===== config.mk =====
export PLATFORM = sky130hd
export DESIGN_NAME = display_scan_reader
export DESIGN_NICKNAME = d
export VERILOG_FILES = /design/src/rtl/display_pkg.sv /design/src/rtl/seg7_to_bcd.sv /design/src/rtl/display_scan_reader.sv
export SDC_FILE = /design/constraint.sdc
export NUM_CORES = 1
export LEC_CHECK = 0
export CAP_MARGIN = 20
export CORE_AREA = 3 3 86 88
export DETAILED_ROUTE_END_ITERATION = 6
export DIE_AREA = 0 0 89 91
export PLACE_DENSITY = 0.82
export SYNTH_ARGS = -nofsm -noshare
export SYNTH_HDL_FRONTEND = slang
export SYNTH_SLANG_ARGS = --single-unit

===== constraint.sdc =====
create_clock -name clk -period 1.94 [get_ports clk]
set_input_delay 0.194 -clock clk [delete_from_list [all_inputs] [get_ports clk]]
set_output_delay 0.194 -clock clk [all_outputs]
set_load 0.005 [all_outputs]

===== src/rtl/display_pkg.sv =====
// Segment patterns and code points shared by the display scan path and its checkers.
// Patterns are active-low over g..a (bit 6..0).
package display_pkg;
   localparam logic [6:0] SEG_0     = 7'h40;
   localparam logic [6:0] SEG_1     = 7'h79;
   localparam logic [6:0] SEG_2     = 7'h24;
   localparam logic [6:0] SEG_3     = 7'h30;
   localparam logic [6:0] SEG_4     = 7'h19;
   localparam logic [6:0] SEG_5     = 7'h12;
   localparam logic [6:0] SEG_6     = 7'h02;
   localparam logic [6:0] SEG_7     = 7'h78;
   localparam logic [6:0] SEG_8     = 7'h00;
   localparam logic [6:0] SEG_9     = 7'h10;
   localparam logic [6:0] SEG_BLANK = 7'h7F;

   localparam logic [3:0] CODE_BLANK = 4'hF;
   localparam logic [3:0] CODE_BAD   = 4'hE;
endpackage


===== src/rtl/seg7_to_bcd.sv =====
// Combinational inverse of the 7-segment encoder: active-low g..a pattern to BCD code.
// Unknown patterns map to CODE_BAD and raise bad.
module seg7_to_bcd
   import display_pkg::*;
(
   input  logic [6:0] pattern,
   output logic [3:0] code,
   output logic       bad
);

   always_comb begin
      code = CODE_BAD;
      bad  = 1'b0;
      case (pattern)
         SEG_0:     code = 4'd0;
         SEG_1:     code = 4'd1;
         SEG_2:     code = 4'd2;
         SEG_3:     code = 4'd3;
         SEG_4:     code = 4'd4;
         SEG_5:     code = 4'd5;
         SEG_6:     code = 4'd6;
         SEG_7:     code = 4'd7;
         SEG_8:     code = 4'd8;
         SEG_9:     code = 4'd9;
         SEG_BLANK: code = CODE_BLANK;
         default: begin
            code = CODE_BAD;
            bad  = 1'b1;
         end
      endcase
   end

endmodule


===== src/rtl/display_scan_reader.sv =====
// Samples a multiplexed active-low 7-segment bus, accepts each digit after a stable dwell,
// and emits a full decoded frame with a one-cycle valid once every digit has been seen.
module display_scan_reader
   import display_pkg::*;
#(
   parameter int DIGITS        = 4,
   parameter int STABLE_CYCLES = 4
) (
   input  logic                  clk,
   input  logic                  rst,
   input  logic [DIGITS-1:0]     anodes,
   input  logic [7:0]            segments,
   output logic [4*DIGITS-1:0]   value,
   output logic [DIGITS-1:0]     dp,
   output logic                  err,
   output logic                  valid
);

   localparam int CW = $clog2(STABLE_CYCLES + 1);
   localparam logic [CW-1:0] CNT_MAX  = CW'(STABLE_CYCLES);
   localparam logic [CW-1:0] CNT_LAST = CW'(STABLE_CYCLES - 1);

   logic [DIGITS-1:0]   anodes_q, anodes_p;
   logic [7:0]          segments_q, segments_p;
   logic [CW-1:0]       cnt;
   logic [DIGITS-1:0]   mask;
   logic [4*DIGITS-1:0] buf_value;
   logic [DIGITS-1:0]   buf_dp;
   logic [DIGITS-1:0]   buf_bad;

   logic [DIGITS-1:0]   sel;
   logic                cand;
   logic                same;
   logic                commit;
   logic                frame_done;
   logic [3:0]          code;
   logic                bad;
   logic [4*DIGITS-1:0] nxt_value;
   logic [DIGITS-1:0]   nxt_dp;
   logic [DIGITS-1:0]   nxt_bad;

   seg7_to_bcd u_dec (
      .pattern (segments_q[6:0]),
      .code    (code),
      .bad     (bad)
   );

   // A candidate has exactly one anode low; sel is then one-hot on that digit.
   assign sel        = ~anodes_q;
   assign cand       = (sel != '0) && ((sel & (sel - DIGITS'(1))) == '0);
   assign same       = {anodes_q, segments_q} == {anodes_p, segments_p};
   assign commit     = same && cand && (cnt == CNT_LAST);
   assign frame_done = commit && (&(mask | sel));

   always_comb begin
      nxt_value = buf_value;
      nxt_dp    = buf_dp;
      nxt_bad   = buf_bad;
      for (int k = 0; k < DIGITS; k++) begin
         if (sel[k]) begin
            nxt_value[4*k +: 4] = code;
            nxt_dp[k]           = ~segments_q[7];
            nxt_bad[k]          = bad;
         end
      end
   end

   always_ff @(posedge clk) begin
      if (rst) begin
         anodes_q   <= '0;
         segments_q <= '0;
         anodes_p   <= '1;
         segments_p <= '1;
         cnt        <= '0;
         mask       <= '0;
         buf_value  <= '0;
         buf_dp     <= '0;
         buf_bad    <= '0;
         value      <= '0;
         dp         <= '0;
         err        <= 1'b0;
         valid      <= 1'b0;
      end else begin
         anodes_p   <= anodes_q;
         segments_p <= segments_q;
         anodes_q   <= anodes;
         segments_q <= segments;
         valid      <= 1'b0;

         if (!cand)
            cnt <= '0;
         else if (!same)
            cnt <= CW'(1);
         else if (cnt < CNT_MAX)
            cnt <= cnt + CW'(1);

         if (commit) begin
            buf_value <= nxt_value;
            buf_dp    <= nxt_dp;
            if (frame_done) begin
               value   <= nxt_value;
               dp      <= nxt_dp;
               err     <= |nxt_bad;
               valid   <= 1'b1;
               mask    <= '0;
               buf_bad <= '0;
            end else begin
               mask    <= mask | sel;
               buf_bad <= nxt_bad;
            end
         end
      end
   end

endmodule


==> out/results.ini, run 1 <==
[timing]
max_freq_ghz = 0.501
slew_headroom_pct = 70.9
hold-worst-slack_ns = 0.373
hold_viol = 0
clock_skew_ns = 0.0125
worst_slack_ns = -0.0565
finalSetupTns_ns = -0.117
drv_slew = 0
tightest_slew_ns = 0.436
rsz0062_at_grt = true
finalSetupViolCount = 6
min_period_ns = 2.00
period_share_pct = 103

[finish]
antenna_cells = 0
layout.nets = 466
area_growth_pct = 38.0
drive_gt1_share_pct = 33.8
stdcell_area_sq_um = 4720

[run]
cap_violations = 0

[drt]
ant_nets = 0
post_drt_wl_per_cell_um = 18.4
num_vias = 3289
firstDrtPassIters = 5
viasPerCell = 6.15
wirelength_um = 9850
drt_iter0_drc = 413
drc = 0

[run_status]
status = finished with violations
violations = setup timing

[power_and_ir_drop]
leakagePower_nw = 1.77
ir_drop_mv = 0.579
power_density_nw_per_um2 = 723
finalPower_mw = 3.41

[clock_tree]
ctsHtreeMaxLevel = 3
clkTransAtPathRegs_ns = 0.08
cts_root_buf = clkbuf_8
numCtsBuffers = 9
clock_sinks = 77
tritoncts = done
postCtsHoldBufs = 0
insertion_delay_ns = 0.37
clk_path_buf_depth = 2

[grt]
antenna_found_initial = 0
grt_pass1_vias = 2980
grt_pass1_wl_um = 14400
grt_usage_pct = 22.8
overflow = 0
grt_max_degree = 22

[synthesis]
netlist_area_sq_um = 3420
yosysTopAreaCell = dfxtp_1
synth_top_cells_by_area = dfxtp_1 45%, a22o_1 5.4%, o21ai_0 4.7%
synthCells = 364
synth_enable_flop_cells = 0
ys_ff_latch = 77
syn_area_per_cell_sq_um = 9.40
yosys_warnings = 0
synth_async_sr_flop_share_pct = 0
synth_nets = 380
synth.distinct_cells = 51
dominantRegCellSynth = dfxtp_1
ys_seq_area_share_pct = 45.1
synth_top_area_share_pct = 45.1

[placement]
gp_congestion = 0.888
port_buffers = 35
postPlaceCellArea_sq_um = 4060
hpwlAfterDp_um = 5890

[floorplan]
die_h_um = 91
die-area_sq_um = 8100
core_sq_um = 6720
start_util_pct = 50.9
row_count = 30
die_x_um = 89
ios = 36

[worst_setup_path]
worstSetupEndpointType = flip-flop
start_kind = flip-flop
cp.arrival_ns = 2.25
startpoint = segments_q[6]
crit_type = reg2reg
r2r-start = segments_q[6]
critPathMaxFanout = 6
cp.required_ns = 2.19

[worst_hold_path]
hold_class = in2reg
hp-start = segments[0]

cells by family after synthesis:
family / after synthesis / share of synthesized area, %
buf+inv: 37 / 5.38
xor+xnor: 15 / 5.38
simple gates: 120 / 20.5
fa+ha+maj: 2 / 0.731
mux: 9 / 2.78
compound gates: 104 / 20.2
flops: 77 / 45.1
registers in the layout, indices dropped and copies added (netlist names):
signal	flops
valid	1
anodes_q	4
segments_p	8
anodes_p	4
err	1
buf_dp	4
value	16
segments_q	8
cnt	3
dp	4
buf_value	16
buf_bad	4
mask	4
layer usage:
layer | wire length, um | global-route usage (%) | vias up
met2 | 4970 | 36.9 | 214
li1 | - | - | 1482
met5 | 0 | 0 | -
met3 | 731 | 7.26 | 51
met4 | 437 | 8.44 | 0
met1 | 3710 | 28.0 | 1542
layout make-up:
cell class / instances / area, sq um
Clock inverter: 7 / 98.8
Inverter: 8 / 30.0
Fill cell: 453 / 2000
Clock buffer: 9 / 124
Multi-Input combinational cell: 250 / 1860
Sequential cell: 77 / 1570
Tap cell: 80 / 100
Timing Repair Buffer: 104 / 933
cell usage in the layout, fill, tap and decap left out, drive strengths merged, types with 3 or more instances in the layout:
cell	n
a21oi	24
clkbuf	9
a211oi	5
and4b	3
nand2	17
xor2	3
dfxtp	77
o21ai	32
mux2	4
a31oi	3
xnor2	12
nor3	11
nand2b	4
buf	69
nor2	17
clkdlybuf4s50	35
clkinv	3
nand4	7
or4	3
nor2b	15
nand3	19
a22o	21
inv	9
o21a	6
mux2i	5
or2	12
nor4	5
cells in the mapped netlist (2+ instances only):
| cell type | count |
|---|---|
| nor4_2 | 2 |
| nor4_1 | 3 |
| and4b_1 | 3 |
| buf_6 | 5 |
| nor2_1 | 17 |
| inv_1 | 8 |
| nor3_1 | 11 |
| ha_1 | 2 |
| a22oi_1 | 2 |
| a211oi_1 | 5 |
| a22o_1 | 21 |
| o21a_1 | 6 |
| nand2b_1 | 4 |
| or4_1 | 2 |
| xnor2_1 | 8 |
| xor2_1 | 3 |
| nand2_1 | 17 |
| clkbuf_1 | 19 |
| dfxtp_1 | 77 |
| nor2b_1 | 15 |
| a21oi_1 | 24 |
| mux2_2 | 4 |
| mux2i_1 | 5 |
| or2_2 | 12 |
| a31oi_1 | 2 |
| buf_2 | 3 |
| nand4_1 | 6 |
| xnor2_4 | 2 |
| nand3_1 | 19 |
| xnor2_2 | 2 |
| o21ai_0 | 32 |
| a211o_1 | 2 |
| or3_1 | 2 |
| o211ai_1 | 2 |
worst paths after layout:
path                        end  slack [ns]  cells past startpoint
hold / removal    segments_q[0]        0.37                      2
setup / recovery  buf_value[15]       -0.06                      8
hold reg to reg         mask[1]        0.46                      1
setup reg to reg  buf_value[15]       -0.06                      8
what timing repair did:
action,CTS,global route
cloned,2,1
gates resized for setup,35,39
pin swaps,7,16
buffers inserted,4,19
endpoints found under the setup margin,40,50
critical path: stages, from the launching register on:
cell	delay (ns)
dfxtp_4	0.37
xnor2_4	0.16
nand4_4	0.11
buf_4	0.17
nor4_4	0.33
buf_4	0.18
buf_6	0.12
a31oi_1	0.11
a211oi_1	0.33
metrics by stage:
step / setup slack [ns] / instances / util, %
2_1_floorplan: -0.148 / 364 / -
3_3_place_gp: -0.0837 / 494 / 60.4
3_5_place_dp: -0.162 / 494 / 60.4
4_1_cts: -0.0182 / 516 / 66.3
5_1_grt: -0.126 / 535 / 70.3
6_report: -0.0565 / 535 / 70.3
report_power, final:
group,leakage (nW),switching (mW),total [mW],internal [mW]
sequential,0.632,0.0362,1.65,1.61
combinational,1.03,0.208,0.414,0.206
clock,0.110,0.621,1.35,0.730
(Power assumes the default switching activity.)
==> run 2: changes to the inputs <==
--- a/config.mk
+++ b/config.mk
@@ -5,10 +5,12 @@
 export SDC_FILE = /design/constraint.sdc
 export NUM_CORES = 1
 export LEC_CHECK = 0
+export ABC_AREA = 1
 export CAP_MARGIN = 20
 export CORE_AREA = 3 3 86 88
 export DETAILED_ROUTE_END_ITERATION = 6
 export DIE_AREA = 0 0 89 91
+export GPL_TIMING_DRIVEN = 0
 export PLACE_DENSITY = 0.82
 export SYNTH_ARGS = -nofsm -noshare
 export SYNTH_HDL_FRONTEND = slang
==> run 2 against run 1 <==
The run now ends clean. Clock skew decreased by 0.0072 ns. Synthesized area about the same. Sequential share of layout area increased by 4.3 points. Sequential power about the same. Global-route usage decreased by 3.5 points. Fmax increased by 11%. Register-to-register slack improved by 0.20 ns. Via count decreased by 7.8%. Clock-buffer cell count increased by 5. Flip-flop and latch count unchanged. Critical endpoint is now value[7]. Largest power group unchanged.
==> out/results.ini, run 2 <==
[grt]
antenna_found_initial = 0  ; unchanged
grt_max_degree = 12  ; was 22
grt_pass1_wl_um = 12200  ; was 14400 um
grt_usage_pct = 19.3  ; was 22.8%
grt_pass1_vias = 2784  ; was 2980
overflow = 0  ; unchanged

[placement]
place_ws_ns = 0.0344  ; was -0.162 ns
port_buffers = 34  ; was 35
hpwlAfterDp_um = 5200  ; was 5890 um
gp_congestion = 0.886  ; was 0.888
postPlaceCellArea_sq_um = 3860  ; was 4060 sq um
dp.cells = 584  ; was 494

[worst_setup_path]
cpMaxStageDelayCell = dfxtp_2  ; was dfxtp_4
cp.arrival_ns = 2.04  ; was 2.25 ns
crit_type = reg2reg  ; unchanged
start_kind = flip-flop  ; unchanged
cpPeakStageDelay_ns = 0.44  ; was 0.37 ns
critPathMaxFanout = 10  ; was 6
cp.required_ns = 2.19  ; about the same
critPathTopFamily = simple AND/OR/NAND/NOR gates  ; was buffers and inverters
crit_chain = xnor2_1, nand3_1, nor3_4, nand3_4, inv_4, nand2_4, nand2_4, inv_2, buf_6, nand2_1, nand2_1  ; was xnor2_4, nand4_4, buf_4, nor4_4, buf_4, buf_6, a31oi_1, a211oi_1
worstSetupEndpointType = flip-flop  ; unchanged
path_buf_inv = 3  ; unchanged

[drt]
drc = 0  ; unchanged
firstDrtPassIters = 4  ; was 5
num_vias = 3033  ; was 3289
viasPerCell = 5.02  ; was 6.15
post_drt_wl_per_cell_um = 12.0  ; was 18.4 um
wirelength_um = 7270  ; was 9850 um
drt_iter0_drc = 124  ; was 413
ant_nets = 0  ; unchanged

[power_and_ir_drop]
finalPower_mw = 3.02  ; was 3.41 mW
power_density_nw_per_um2 = 736  ; was 723 nW/um^2
leakagePower_nw = 1.83  ; was 1.77 nW
ir_drop_mv = 0.343  ; was 0.579 mV

[floorplan]
ios = 36  ; unchanged
die_x_um = 89  ; unchanged
die_h_um = 91  ; unchanged
start_util_pct = 50.9  ; about the same
core_sq_um = 6720  ; unchanged
row_count = 30  ; unchanged
die-area_sq_um = 8100  ; unchanged

[synthesis]
yosysTopAreaCell = dfxtp_1  ; unchanged
syn_area_per_cell_sq_um = 7.28  ; was 9.40 sq um
synth_async_sr_flop_share_pct = 0  ; unchanged
synth_top_cells_by_area = dfxtp_1 45%, nand2_1 19%, inv_1 5.3%  ; was dfxtp_1 45%, a22o_1 5.4%, o21ai_0 4.7%
ys_ff_latch = 77  ; unchanged
synth_most_common_cell = nand2_1  ; was dfxtp_1
ys_seq_area_share_pct = 45.1  ; about the same
netlist_area_sq_um = 3420  ; about the same
synth_nets = 486  ; was 380
synth_top_area_share_pct = 45.1  ; about the same
yosys_warnings = 0  ; unchanged
dominantRegCellSynth = dfxtp_1  ; unchanged
synth_enable_flop_cells = 0  ; unchanged
synth.distinct_cells = 33  ; was 51
synthCells = 470  ; was 364
synth_commonest_cells = 171 x nand2_1, 77 x dfxtp_1, 48 x inv_1, 42 x nor2_1, 27 x a21oi_1  ; was 77 x dfxtp_1, 32 x o21ai_0, 24 x a21oi_1, 21 x a22o_1

[timing]
period_share_pct = 92.6  ; was 103%
drv_slew = 0  ; unchanged
min_period_ns = 1.80  ; was 2.00 ns
clock_skew_ns = 0.00534  ; was 0.0125 ns
hold-worst-slack_ns = 0.324  ; was 0.373 ns
max_freq_ghz = 0.557  ; was 0.501 GHz
finalSetupViolCount = 0  ; was 6
finalSetupTns_ns = 0  ; was -0.117 ns
tightest_slew_ns = 0.585  ; was 0.436 ns
worst_slack_ns = 0.143  ; was -0.0565 ns
slew_headroom_pct = 61.0  ; was 70.9%
hold_viol = 0  ; unchanged

[finish]
instances_no_fill = 604  ; was 535
fin_util_pct = 61.1  ; was 70.3%
stdcell_area_sq_um = 4110  ; was 4720 sq um
area_growth_pct = 20.1  ; was 38.0%
drive_gt1_share_pct = 12.8  ; was 33.8%
layout.nets = 536  ; was 466
antenna_cells = 0  ; unchanged
mostFrequentLayoutCells = 171 x nand2_1, 74 x dfxtp_1, 48 x inv_1  ; was 60 x dfxtp_1, 57 x buf_4, 35 x clkdlybuf4s50_1
top_regs = buf_value x16, value x16  ; unchanged
final_common_cell = nand2_1  ; was dfxtp_1

[clock_tree]
postCtsHoldBufs = 0  ; unchanged
ctsHtreeMaxLevel = 3  ; unchanged
clock_sinks = 77  ; unchanged
insertion_delay_ns = 0.35  ; was 0.37 ns
clk_path_buf_depth = 2  ; unchanged
clkTransAtPathRegs_ns = 0.07  ; was 0.08 ns
cts_root_buf = clkbuf_8  ; unchanged
tritoncts = done  ; unchanged
numCtsBuffers = 9  ; unchanged

[run_status]
status = complete, no violations  ; was finished with violations

[run]
cap_violations = 0  ; unchanged

[worst_hold_path]
hold_class = in2reg  ; unchanged

## run 2: cells by family after synthesis
| kind of cell | after synthesis | synth area share, % |
|---|---|---|
| buf+inv | 72 | 9.55 |
| compound gates | 51 | 8.53 |
| flops | 77 | 45.1 |
| simple gates | 258 | 33.6 |
| xor+xnor | 10 | 2.56 |
| fa+ha+maj | 2 | 0.732 |
## run 2: area by class of cell
class / count / area [sq um]
Fill cell: 591 / 2610
Multi-Input combinational cell: 321 / 1580
Sequential cell: 77 / 1550
Timing Repair Buffer: 39 / 378
Inverter: 58 / 220
Clock buffer: 14 / 173
Buffer: 14 / 109
Tap cell: 80 / 100
Clock inverter: 1 / 5.00
## run 2: final timing paths
kind / startpoint / end / slack [ns] / cells past startpoint
hold reg to reg: dp[0] / dp[0] / 0.44 / 2
setup / recovery: anodes_q[1] / value[7] / 0.14 / 11
setup reg to reg: anodes_q[1] / value[7] / 0.14 / 11
hold / removal: rst / buf_bad[1] / 0.32 / 2
## run 2: worst register-to-register path, stage by stage, from the launching register on
cell and delay (ns):
dfxtp_2 0.44, xnor2_1 0.15, nand3_1 0.13, nor3_4 0.25, nand3_4 0.13, inv_4 0.10, nand2_4 0.08, nand2_4 0.09
inv_2 0.08, buf_6 0.15, nand2_1 0.06, nand2_1 0.05
## run 2: per-layer routing
metal	global-route usage [%]	up-vias	wire length, um
li1	-	1548	-
met1	23.9	1381	3230
met2	30.8	92	3490
met3	4.72	12	420
met4	9.68	0	134
met5	0	-	0
## run 2: timing repair
action,4_1_cts,5_1_grt
setup buffers,0,5
setup endpoints to repair,0,35
resized for setup,0,14
## run 2: report_power, final
part | switching, mW | leakage [nW] | internal, mW
Clock | 0.535 | 0.0926 | 0.562
Combinational | 0.184 | 1.10 | 0.106
Sequential | 0.0252 | 0.629 | 1.61
==> run 3: changes to the inputs <==
--- a/config.mk
+++ b/config.mk
@@ -7,9 +7,9 @@
 export LEC_CHECK = 0
 export ABC_AREA = 1
 export CAP_MARGIN = 20
-export CORE_AREA = 3 3 86 88
+export CORE_AREA = 3 3 62 122
 export DETAILED_ROUTE_END_ITERATION = 6
-export DIE_AREA = 0 0 89 91
+export DIE_AREA = 0 0 65 125
 export GPL_TIMING_DRIVEN = 0
 export PLACE_DENSITY = 0.82
 export SYNTH_ARGS = -nofsm -noshare
==> constraint.sdc (replaced) <==
create_clock -name clk -period 1.94 [get_ports clk]
set_input_delay 0.194 -clock clk [delete_from_list [all_inputs] [get_ports clk]]
set_output_delay 0.194 -clock clk [all_outputs]
set_load 0.02 [all_outputs]
==> run 3 against run 2 <==
Clock skew grew 0.0031 ns. Setup slack worse by 0.014 ns. Sequential power is essentially flat. Fmax shrank 0.77%. First-iteration DRC count up 7.3%. Global-route usage is 1.1 points higher. Flip-flop and latch count is the same. Clock power rose by 58%. Via count grew 0.73%. Sequential share of layout area down 1.5 points. Non-clock buffer count rose by 2. Wire length up 4.3%. Critical endpoint is now value[12].
==> out/results.ini, run 3 (synthesis results as in run 2) <==
[run_status]
status = complete, no violations  ; unchanged

[clock_tree]
postCtsHoldBufs = 0  ; unchanged
insertion_delay_ns = 0.34  ; was 0.35 ns
numCtsBuffers = 9  ; unchanged
clock_sinks = 77  ; unchanged
clk_path_buf_depth = 2  ; unchanged
clkTransAtPathRegs_ns = 0.06  ; was 0.07 ns
cts_root_buf = clkbuf_16  ; was clkbuf_8
tritoncts = done  ; unchanged
ctsHtreeMaxLevel = 3  ; unchanged

[power_and_ir_drop]
leakagePower_nw = 1.90  ; was 1.83 nW
power_density_nw_per_um2 = 859  ; was 736 nW/um^2
ir_drop_mv = 0.688  ; was 0.343 mV

[worst_setup_path]
start_kind = flip-flop  ; unchanged
cp.required_ns = 2.17  ; was 2.19 ns
critPathMaxFanout = 10  ; unchanged
path_buf_inv = 4  ; was 3
crit_type = reg2reg  ; unchanged
worstSetupEndpointType = flip-flop  ; unchanged
cpMaxStageDelayCell = dfxtp_1  ; was dfxtp_2
r2r_slack_ns = 0.13  ; was 0.14 ns
reg2regPathDepth = 11  ; unchanged
critPathTopFamily = simple AND/OR/NAND/NOR gates  ; unchanged
cpPeakStageDelay_ns = 0.32  ; was 0.44 ns
crit_chain = clkbuf_4, xor2_1, nor3_4, nand3_4, inv_4, nand2_4, nand2_4, inv_2, buf_6, nand2_1, nand2_1  ; was xnor2_1, nand3_1, nor3_4, nand3_4, inv_4, nand2_4, nand2_4, inv_2, buf_6, nand2_1, nand2_1
cp.arrival_ns = 2.04  ; about the same
r2r-start = anodes_q[2]  ; was anodes_q[1]
rr_endpoint = value[12]  ; was value[7]

[floorplan]
start_util_pct = 51.2  ; was 50.9%
die_h_um = 125  ; was 91 um
die_x_um = 65  ; was 89 um
core_sq_um = 6670  ; was 6720 sq um
row_count = 42  ; was 30
die-area_sq_um = 8130  ; was 8100 sq um
ios = 36  ; unchanged

[timing]
finalSetupViolCount = 0  ; unchanged
clock_skew_ns = 0.00839  ; was 0.00534 ns
finalSetupTns_ns = 0  ; unchanged
period_share_pct = 93.3  ; was 92.6%
rsz0062_at_grt = true
worst_slack_ns = 0.129  ; was 0.143 ns
hold_viol = 0  ; unchanged
tightest_slew_ns = 0.584  ; was 0.585 ns
drv_slew = 0  ; unchanged
max_freq_ghz = 0.552  ; was 0.557 GHz
min_period_ns = 1.81  ; was 1.80 ns
slew_headroom_pct = 61.1  ; was 61.0%

[drt]
ant_nets = 0  ; unchanged
wirelength_um = 7580  ; was 7270 um
post_drt_wl_per_cell_um = 12.3  ; was 12.0 um
drc = 0  ; unchanged
firstDrtPassIters = 4  ; unchanged
num_vias = 3055  ; was 3033
viasPerCell = 4.97  ; was 5.02
drt_iter0_drc = 133  ; was 124

[finish]
final_common_cell = nand2_1  ; unchanged
antenna_cells = 0  ; unchanged
drive_gt1_share_pct = 13.7  ; was 12.8%
layout.nets = 538  ; was 536
num-fill-cells = 590  ; was 591
top_regs = buf_value x16, value x16  ; unchanged
area_growth_pct = 24.8  ; was 20.1%
mostFrequentLayoutCells = 171 x nand2_1, 75 x dfxtp_1, 48 x inv_1  ; was 171 x nand2_1, 74 x dfxtp_1, 48 x inv_1

[grt]
grt_usage_pct = 20.5  ; was 19.3%
grt_pass1_vias = 2959  ; was 2784
grtUsageMet2_pct = 36.4  ; was 30.8%
met3_usage_pct = 4.94  ; was 4.72%
met1_usage_pct = 18.3  ; was 23.9%
top_usage_layer = met2  ; unchanged
overflow = 0  ; unchanged
grt_max_degree = 14  ; was 12
grt_pass1_wl_um = 12700  ; was 12200 um
antenna_found_initial = 0  ; unchanged

[worst_hold_path]
hold_end = buf_bad[0]  ; was buf_bad[1]
hp-start = rst  ; unchanged
hold_class = in2reg  ; unchanged
hold_path_depth = 2  ; unchanged

[placement]
gp_congestion = 0.916  ; was 0.886
port_buffers = 34  ; unchanged
hpwlAfterDp_um = 5670  ; was 5200 um
place_ws_ns = 0.0883  ; was 0.0344 ns

[run]
cap_violations = 0  ; unchanged

## run 3: cell types whose count changed in the layout (fill, tap and decap cells not counted), sizes merged
cell      previous run  this run
clkinv               2         1
clkinvlp             0         2
bufinv               0         1
clkbuf              21        19
inv                 57        58
buf                 12        14
## run 3: worst max-delay path by stage
stage / to / slack [ns] / cells past startpoint / from
after floorplan: value[7] / 0.32 / 12 / cnt[0]
after global placement: value[7] / 0.10 / 11 / anodes_q[1]
after detailed placement: value[9] / 0.09 / 11 / anodes_q[1]
after CTS: value[12] / 0.07 / 11 / anodes_q[1]
after global routing: buf_value[14] / -0.006 / 10 / segments_q[1]
final: value[12] / 0.13 / 11 / anodes_q[2]
## run 3: area by class of cell
| cell class | count | area (sq um) | area share (%) |
|---|---|---|---|
| Buffer | 14 | 110 | 2.58 |
| Clock buffer | 12 | 267 | 6.24 |
| Clock inverter | 4 | 53.8 | 1.26 |
| Inverter | 58 | 220 | 5.16 |
| Multi-Input combinational cell | 321 | 1570 | 36.8 |
| Sequential cell | 77 | 1540 | 36.2 |
| Tap cell | 88 | 110 | 2.58 |
| Timing Repair Buffer | 41 | 393 | 9.20 |
## run 3: metal layers
layer | vias to the layer above | routed length (um)
li1 | 1550 | -
met1 | 1392 | 2590
met2 | 79 | 4080
met3 | 34 | 334
met4 | 0 | 575
met5 | - | 0
## run 3: repair_timing
item                                    CTS  global route
endpoints found under the setup margin    0            27
gates resized for setup                   0            11
setup buffers                             0             7
## run 3: per-stage QoR
step / std cells / total power [mW] / instance area (sq um) / util (%) / hold slack [ns]
6_report: 615 / 3.67 / 4270 / 64.0 / 0.357
5_1_grt: 615 / 3.81 / 4270 / 64.0 / 0.383
4_1_cts: 608 / 3.68 / 4190 / 62.8 / 0.352
3_5_place_dp: 592 / 1.95 / 3870 / 58.0 / 0.433
3_3_place_gp: 592 / 1.94 / 3870 / 58.0 / 0.430
2_1_floorplan: 470 / 1.86 / 3420 / - / 0.301
## run 3: worst reg2reg max path, cell delays in order (launching register included)
cell	delay (ns)
dfxtp_1	0.32
clkbuf_4	0.19
xor2_1	0.20
nor3_4	0.25
nand3_4	0.12
inv_4	0.10
nand2_4	0.08
nand2_4	0.08
inv_2	0.09
buf_6	0.15
nand2_1	0.07
nand2_1	0.05
## run 3: power by group
part           internal, mW  switching (mW)  leakage [nW]  total [mW]
combinational         0.106           0.188          1.12       0.294
clock                  1.10           0.632         0.151        1.74
sequential             1.61          0.0241         0.628        1.64
